--- src/rtl/bf_pkg.sv ---
// rtl/bf_pkg.sv - shared types and ASCII opcode constants for the bf-cpu decoder
package bf_pkg;

   typedef enum logic [2:0] {
      ST_IDLE = 3'd0,
      ST_READ = 3'd1,
      ST_EXEC = 3'd2,
      ST_OUT  = 3'd3,
      ST_IN   = 3'd4,
      ST_SKIP = 3'd5
   } bf_state_t;

   localparam logic [7:0] BF_INC   = 8'h2B;  // +
   localparam logic [7:0] BF_DEC   = 8'h2D;  // -
   localparam logic [7:0] BF_RIGHT = 8'h3E;  // >
   localparam logic [7:0] BF_LEFT  = 8'h3C;  // <
   localparam logic [7:0] BF_OUT   = 8'h2E;  // .
   localparam logic [7:0] BF_IN    = 8'h2C;  // ,
   localparam logic [7:0] BF_LOOP  = 8'h5B;  // [
   localparam logic [7:0] BF_END   = 8'h5D;  // ]

   typedef enum logic [2:0] {
      OP_INC  = 3'd0,
      OP_DEC  = 3'd1,
      OP_LOOP = 3'd2,
      OP_END  = 3'd3,
      OP_OUT  = 3'd4,
      OP_IN   = 3'd5
   } bf_op_t;

endpackage

--- src/rtl/alu.sv ---
// rtl/alu.sv - cell arithmetic unit: pass, decrement or increment an 8-bit value
module alu (
   input  logic [7:0] a,
   input  logic       nochange,
   input  logic       decrement,
   input  logic       increment,
   output logic [7:0] out
);

   // one-hot select; any other pattern passes the operand through
   always_comb begin
      out = a;
      case ({increment, decrement, nochange})
         3'b100:  out = a + 8'd1;
         3'b010:  out = a - 8'd1;
         default: out = a;
      endcase
   end

endmodule

--- src/rtl/bf_decoder.sv ---
// rtl/bf_decoder.sv - Brainfuck execute stage; BF_DECODER_IO_EN adds the . and , ports
module bf_decoder
   import bf_pkg::*;
#(
   parameter int ADDR_W  = 8,
   parameter int DEPTH_W = 8
) (
   input  logic              clk,
   input  logic              rst,
   input  logic              inst_valid,
   input  logic [7:0]        inst_data,
   output logic              inst_ready,
   output logic              jump_back,
   output logic              skipping,
   output logic              err,
   output logic [ADDR_W-1:0] tape_addr,
   input  logic [7:0]        tape_rdata,
   output logic [7:0]        tape_wdata,
   output logic              tape_we
`ifdef BF_DECODER_IO_EN
   ,
   output logic              out_valid,
   output logic [7:0]        out_data,
   input  logic              out_ready,
   input  logic              in_valid,
   input  logic [7:0]        in_data,
   output logic              in_ready
`endif
);

   bf_state_t          state_q, state_d;
   bf_op_t             op_q, op_d;
   logic [ADDR_W-1:0]  ptr_q, ptr_d;
   logic [DEPTH_W-1:0] depth_q, depth_d;
   logic               err_q, err_d;
   logic [7:0]         alu_out;
   logic               sel_inc, sel_dec, sel_nochange;
`ifdef BF_DECODER_IO_EN
   logic [7:0]         out_data_q, out_data_d;
`endif

   // alu selects are decoded from the latched opcode only while the cell is on tape_rdata
   assign sel_inc      = (state_q == ST_EXEC) && (op_q == OP_INC);
   assign sel_dec      = (state_q == ST_EXEC) && (op_q == OP_DEC);
   assign sel_nochange = !(sel_inc || sel_dec);

   alu u_alu (
      .a         (tape_rdata),
      .nochange  (sel_nochange),
      .decrement (sel_dec),
      .increment (sel_inc),
      .out       (alu_out)
   );

   assign tape_addr = ptr_q;
   assign err       = err_q;
`ifdef BF_DECODER_IO_EN
   assign out_data  = out_data_q;
   assign out_valid = (state_q == ST_OUT);
   assign in_ready  = (state_q == ST_IN);
`endif

   // next-state and strobe decode; strobes are combinational from state so reset kills them at once
   always_comb begin
      state_d    = state_q;
      op_d       = op_q;
      ptr_d      = ptr_q;
      depth_d    = depth_q;
      err_d      = err_q;
      inst_ready = 1'b0;
      skipping   = 1'b0;
      jump_back  = 1'b0;
      tape_we    = 1'b0;
      tape_wdata = 8'h00;
`ifdef BF_DECODER_IO_EN
      out_data_d = out_data_q;
`endif
      case (state_q)
         ST_IDLE: begin
            inst_ready = 1'b1;
            if (inst_valid) begin
               case (inst_data)
                  BF_RIGHT: ptr_d = ptr_q + ADDR_W'(1);
                  BF_LEFT:  ptr_d = ptr_q - ADDR_W'(1);
                  BF_INC:   begin op_d = OP_INC;  state_d = ST_READ; end
                  BF_DEC:   begin op_d = OP_DEC;  state_d = ST_READ; end
                  BF_LOOP:  begin op_d = OP_LOOP; state_d = ST_READ; end
                  BF_END:   begin op_d = OP_END;  state_d = ST_READ; end
`ifdef BF_DECODER_IO_EN
                  BF_OUT:   begin op_d = OP_OUT;  state_d = ST_READ; end
                  BF_IN:    begin op_d = OP_IN;   state_d = ST_READ; end
`endif
                  default:  ;
               endcase
            end
         end
         ST_READ: begin
            state_d = ST_EXEC;
         end
         ST_EXEC: begin
            state_d = ST_IDLE;
            case (op_q)
               OP_INC, OP_DEC: begin
                  tape_we    = 1'b1;
                  tape_wdata = alu_out;
               end
               OP_LOOP: begin
                  if (tape_rdata == 8'h00) begin
                     depth_d = DEPTH_W'(1);
                     state_d = ST_SKIP;
                  end
               end
               OP_END: begin
                  jump_back = (tape_rdata != 8'h00);
               end
`ifdef BF_DECODER_IO_EN
               OP_OUT: begin
                  out_data_d = tape_rdata;
                  state_d    = ST_OUT;
               end
               OP_IN: begin
                  state_d = ST_IN;
               end
`endif
               default: ;
            endcase
         end
`ifdef BF_DECODER_IO_EN
         ST_OUT: begin
            if (out_ready) state_d = ST_IDLE;
         end
         ST_IN: begin
            if (in_valid) begin
               tape_we    = 1'b1;
               tape_wdata = in_data;
               state_d    = ST_IDLE;
            end
         end
`endif
         ST_SKIP: begin
            inst_ready = 1'b1;
            skipping   = 1'b1;
            if (inst_valid) begin
               if (inst_data == BF_LOOP) begin
                  // saturate rather than wrap so a later ] cannot exit the skip early
                  if (&depth_q) err_d = 1'b1;
                  else          depth_d = depth_q + DEPTH_W'(1);
               end else if (inst_data == BF_END) begin
                  depth_d = depth_q - DEPTH_W'(1);
                  if (depth_q == DEPTH_W'(1)) state_d = ST_IDLE;
               end
            end
         end
         default: state_d = ST_IDLE;
      endcase
   end

   // architectural state registers
   always_ff @(posedge clk or posedge rst) begin
      if (rst) begin
         state_q <= ST_IDLE;
         op_q    <= OP_INC;
         ptr_q   <= '0;
         depth_q <= '0;
         err_q   <= 1'b0;
      end else begin
         state_q <= state_d;
         op_q    <= op_d;
         ptr_q   <= ptr_d;
         depth_q <= depth_d;
         err_q   <= err_d;
      end
   end

`ifdef BF_DECODER_IO_EN
   // holds the cell value presented on the output port
   always_ff @(posedge clk or posedge rst) begin
      if (rst) out_data_q <= 8'h00;
      else     out_data_q <= out_data_d;
   end
`endif

endmodule
--- config.mk ---
export PLATFORM = sky130hd
export DESIGN_NAME = bf_decoder
export DESIGN_NICKNAME = d
export VERILOG_FILES = /design/src/rtl/bf_pkg.sv /design/src/rtl/alu.sv /design/src/rtl/bf_decoder.sv
export SDC_FILE = /design/constraint.sdc
export NUM_CORES = 1
export LEC_CHECK = 0
export BUFFER_PORTS_ARGS = -buffer_cell sky130_fd_sc_hd__buf_2
export CELL_PAD_IN_SITES_DETAIL_PLACEMENT = 1
export CELL_PAD_IN_SITES_GLOBAL_PLACEMENT = 1
export CORE_UTILIZATION = 44
export DETAILED_ROUTE_END_ITERATION = 12
export HOLD_SLACK_MARGIN = 0.02
export PLACE_DENSITY_LB_ADDON = 0.2
export SETUP_SLACK_MARGIN = 0.2
export SLEW_MARGIN = 5
export SYNTH_ARGS = -nofsm -noshare
export SYNTH_HDL_FRONTEND = slang
export SYNTH_SLANG_ARGS = --single-unit
--- constraint.sdc ---
create_clock -name clk -period 5.9 [get_ports clk]
set_input_delay 0.59 -clock clk [delete_from_list [all_inputs] [get_ports clk]]
set_output_delay 0.59 -clock clk [all_outputs]
set_load 0.03 [all_outputs]
# Yosys cells after proc, flatten, opt, wreduce, memory -nomap -nowiden
# Cells that the tools add are included.
totals:
  out_inout_bits: 21
  reg_bits: 23
classes:
  n_eq_ne: 25
  add_sub_neg: 6
  mux: 27
  reduce_logical: 20
ops:
  columns: ["op", "count"]
  rows:
  - ["2-to-1 mux 8 bit", 8]
  - ["case mux 8 bit (2 select lines)", 3]
  - ["== test 8 x 6 -> 1 bit, second input constant", 4]
  - ["adder 8 x 1 -> 8 bit, second input constant", 3]
  - ["2-to-1 mux 3 bit", 8]
  - ["case mux 3 bit (4 select lines)", 2]
  - ["subtractor 8 x 1 -> 8 bit, second input constant", 3]
  - ["== test 8 x 7 -> 1 bit, second input constant", 2]
  - ["== test 3 x 2 -> 1 bit, second input constant", 4]
  - ["!= test 2 bit, second input constant", 6]
  - ["AND reduction 6 bit", 2]
  - ["AND reduction 11 bit", 1]
  - ["== test 8 x 1 -> 1 bit, second input constant", 1]
  - ["zero test 8 bit", 1]
  - ["AND reduction 8 bit", 1]
  - ["nonzero test 8 bit", 1]
  - ["== test 3 x 1 -> 1 bit, second input constant", 2]
  - ["== test 3 bit, second input constant", 2]
  - ["zero test 3 bit", 2]
  - ["2-to-1 mux 1 bit", 6]
  - ["!= test 3 bit, second input constant", 2]
  - ["AND reduction 3 bit", 2]
  - ["!= test 2 x 1 -> 1 bit, second input constant", 2]
  - ["nonzero test 2 bit", 2]
  - ["6 further kinds", 8]

# Depth between registers and ports, before layout
logic_depth:
  word_depth: 8
  mapped_depth: 14
  depth_no_buf: 12

# Hierarchy
# Synthesis repeated with hierarchy kept, for this count alone.
unflattened:
  hier_cells: 238
  area_unflattened_um2: 1984.4
modules_own_cells:
  columns: ["mod", "instances", "cells_each", "seq_area_each_um2", "area_each_um2"]
  rows:
  - ["bf_decoder", 1, 180, 550.5, 1581.5]
  - ["alu", 1, 58, 0.0, 402.9]

# Least setup slack after synthesis
# OpenSTA, ideal clock, no wires.
synth_path:
  path_type: "register to output"
  from: "register state_q[0]"
  to: "output port tape_wdata[4]"
  path_stages_with_launch: 14
  setup_slack_ps: 1800
  arrival_ps: 3510
  required_ps: 5310
  cell_sequence: "dfrtp_1 or4b_2 clkbuf_1 inv_1 and2_1 ha_1 clkbuf_1 xor2_1 ha_1 a21o_1 o41ai_1 o21ai_0 xor2_1 nor2_1"
synth_between:
  elab_chain_cells: 8
synth_lines:
  columns: ["item", "line_no", "source"]
  rows:
  - ["from (decl)", "bf_decoder.sv:31", "bf_state_t state_q, state_d;"]
  - ["from (signal assigned)", "bf_decoder.sv:167", "state_q <= state_d;"]
  - ["== test 3 x 2 -> 1 bit (*)", "bf_decoder.sv:43, bf_decoder.sv:44, bf_decoder.sv:78", null]
  - ["logical AND 1 bit, on equally long branches", "bf_decoder.sv:43, bf_decoder.sv:44", null]
  - ["logical OR 1 bit", "bf_decoder.sv:45", "assign sel_nochange = !(sel_inc || sel_dec);"]
  - ["zero test 1 bit", "bf_decoder.sv:45", null]
  - ["== test 3 x 2 -> 1 bit / == test 3 bit (equally long branches)", "alu.sv:13", "case ({increment, decrement, nochange})"]
  - ["case mux 8 bit (2 select lines)", "alu.sv:13", null]
  - ["2-to-1 mux 8 bit", "bf_decoder.sv:102", "case (op_q)"]
  - ["2-to-1 mux 8 bit (*)", "bf_decoder.sv:78", "case (state_q)"]
  - ["to (decl)", "bf_decoder.sv:18", "output logic [7:0] tape_wdata,"]
# Every way passes the cells marked *; elsewhere a longest branch is shown, timed or not.

# Worst setup path in the final report
layout_path:
  from: "register state_q[0]"
  to: "output port tape_wdata[6]"
# Same word-level chain as after synthesis.

==> results.toml <==
[floorplan]
dieWidth_um = 70.1
die_y_um = 70.1
start_util = 0.463
core-area_um2 = 4410
core.rowCount = 24
ios = 40
die_area_um2 = 4920

[grt]
grt_pass1_vias = 1865
antenna_found_initial = 0
grt_use_total = 0.224
grt_pass1_wl_um = 8960
grt_max_degree = 23
overflow = 0

[logic_synthesis]
synth.distinct_cells = 49
yosysTopAreaCellShare = 0.269
ys.warnings.count = 0
yosysMostFrequentCell = "dfrtp_1"
syn_inst = 246
synth.net_count = 278
synthTopCellsByArea = "dfrtp_1 (27%), ha_1 (7.3%), o21ai_0 (4.9%), xor2_1 (4.7%), a21oi_1 (3.9%)"
syn_area_per_cell_um2 = 8.31
ys_ff_latch = 22
synthTopCellsByCount = "dfrtp_1 (22), o21ai_0 (20), nor2_1 (19)"
synth_edf_count = 0
mappedNetlistArea_um2 = 2040
synthFlopType = "dfrtp_1"
synthArstFlopShare = 1.00
yosysTopAreaCell = "dfrtp_1"
synth-seq-area-share = 0.269

[timing]
hold_ws_ps = 463
max_clock_freq_mhz = 236
worst_slew_pin_slew_ps = 895
final_max_slew_viol_count = 0
hold_viol = 0
grt_setup_unrepaired = "false"
setup_slack_ps = 1670
period_share = 0.718
setup_viol_count_final = 0
min_period_ps = 4230
max_slew_margin = 0.402
finalSetupTns_ps = 0
clock-skew-final_ps = 2.66

[finish]
n_antenna_cell = 0
nFillCells = 565
stdcell_count = 327
syn_to_final_growth_pct = 11.1
design_area_um2 = 2270
nets = 309
drive_above_1_share = 0.182
final_util = 0.514

[setup_path]
crit_buf_inv = 2
slowest_stage = "or4b_2"
path_common_cell = "ha_1"
cp-end-kind = "output port"
crit_chain = "or4b_2 -> inv_1 -> and2_1 -> ha_1 -> xor2_1 -> ha_1 -> a21oi_1 -> nor3b_1 -> o21ai_0 -> a31oi_1 -> xnor2_1 -> nor2_1 -> buf_2"
cp.arrival_ps = 3640
path_delay_family = "simple AND/OR/NAND/NOR gates"
slowest_delay_ps = 840
critPathMaxFanout = 12
startpoint_type = "flip-flop"
crit_type = "reg -> out"
crit_required_ps = 5310

[pwr]
switchingPower_mw = 0.0772
leakagePower_nw = 1.08
fin_total_pwr_mw = 0.291
switching_share = 0.265
p_per_area_nw_per_um2 = 128
p_clk_frac = 0.314
seqPwrFrac = 0.535
pwr-share-comb = 0.150
intPower_mw = 0.214
vdd.ir_drop.worst_mv = 0.0954

[clocking]
cts_buffer_depth = 2
root_buffer = "clkbuf_8"
numCtsBuffers = 3
insertion_delay_ps = 260
cts.sinks = 22
cts_resized = 0
postCtsSetupBuffers = 0
cts_tree = "done"
clk_pin_slew_ps = 70
hold_buffers = 0
h-tree-depth = 1

[route]
dr.pass1.iters = 4
wire_per_inst_um = 15.8
vias_per_cell = 5.83
vias = 1907
drc_errors = 0
routed_wl_um = 5180
antenna_left = 0
drt-initial-drc-count = 115

[outcome]
run_status = "finished, final reports clean"

[place]
post-place-ws_ps = 1980
dp_cells = 324
io_buffers = 39
place_hpwl_um = 4030
gp_congestion = 0.807
place_area_um2 = 2230

[hold_path]
hold_path_class = "reg -> reg"

[job]
maxCapViolCount = 0
path summary, 6_finish.rpt:
| check | slack [ps] | from | to | cells after the start |
|---|---|---|---|---|
| worst max-delay path | 1670 | state_q[0]$_DFFE_PP0P_ | tape_wdata[6] | 13 |
| worst min-delay path | 460 | err$_DFFE_PP0P_ | err$_DFFE_PP0P_ | 1 |
| worst max register to register | 3670 | depth_q[0]$_DFFE_PP0P_ | depth_q[7]$_DFFE_PP0P_ | 7 |
| worst min register to register | 460 | err$_DFFE_PP0P_ | err$_DFFE_PP0P_ | 1 |
| max in group asynchronous | 4880 | rst | tape_addr[7]$_DFFE_PP0P_ | 2 |
| min in group asynchronous | 490 | rst | err$_DFFE_PP0P_ | 2 |
power by group through the flow:
stage	sequential, mW	clock (mW)	combinational [mW]
after floorplan	0.162	0	0.0253
after global placement	0.158	0	0.0436
after detailed placement	0.159	0	0.0442
after CTS	0.156	0.0970	0.0442
after global routing	0.156	0.104	0.0484
final	0.156	0.0914	0.0437
state kept, by name (all words and copies together), names as in the netlist:
register,count
op_q,2
err,1
tape_addr,8
depth_q,8
state_q,3
cell usage in the layout (no fill, tap or decap), drive strengths merged, types with 5 or more instances in the layout:
| cell type | count |
|---|---|
| buf | 39 |
| dfrtp | 22 |
| o21ai | 22 |
| nor2 | 19 |
| nand2 | 17 |
| a21oi | 16 |
| inv | 13 |
| ha | 12 |
| xor2 | 11 |
| nand3 | 10 |
| xnor2 | 9 |
| nor4 | 8 |
| a31oi | 5 |
| nor3 | 5 |
| nor2b | 5 |
worst register-to-register path, delay by kind of cell, from the launching register on:
kind | cells | cell delay [ps]
compound gates | 3 | 950
simple gates | 2 | 160
fa+ha+maj | 1 | 270
xor+xnor | 1 | 180
flops | 1 | 510
layer usage:
layer	GRT usage	part of all wire	routed length [um]	vias up
met5	0	0	0	-
met4	0.0578	0.013	69	0
met3	0.0317	0.025	127	6
met2	0.374	0.48	2510	31
met1	0.303	0.48	2470	914
li1	-	-	-	956
layout make-up:
type	count	area, um2	share of cell area
Inverter	13	48.8	0.0215
Sequential cell	22	551	0.243
Clock buffer	3	41.3	0.0182
Timing Repair Buffer	39	195	0.0860
Tap cell	52	65.1	0.0287
Multi-Input combinational cell	198	1370	0.603
kinds of logic after synthesis:
kind of cell / share of synthesized area
AO/OA/AOI/OAI: 0.194
XOR/XNOR: 0.0857
adder cells (fa/ha/maj): 0.0833
buffers and inverters: 0.0606
flip-flops: 0.269
multiplexers: 0.0202
AND/OR/NAND/NOR: 0.287
Note: power is estimated with default switching activity, not from simulation.
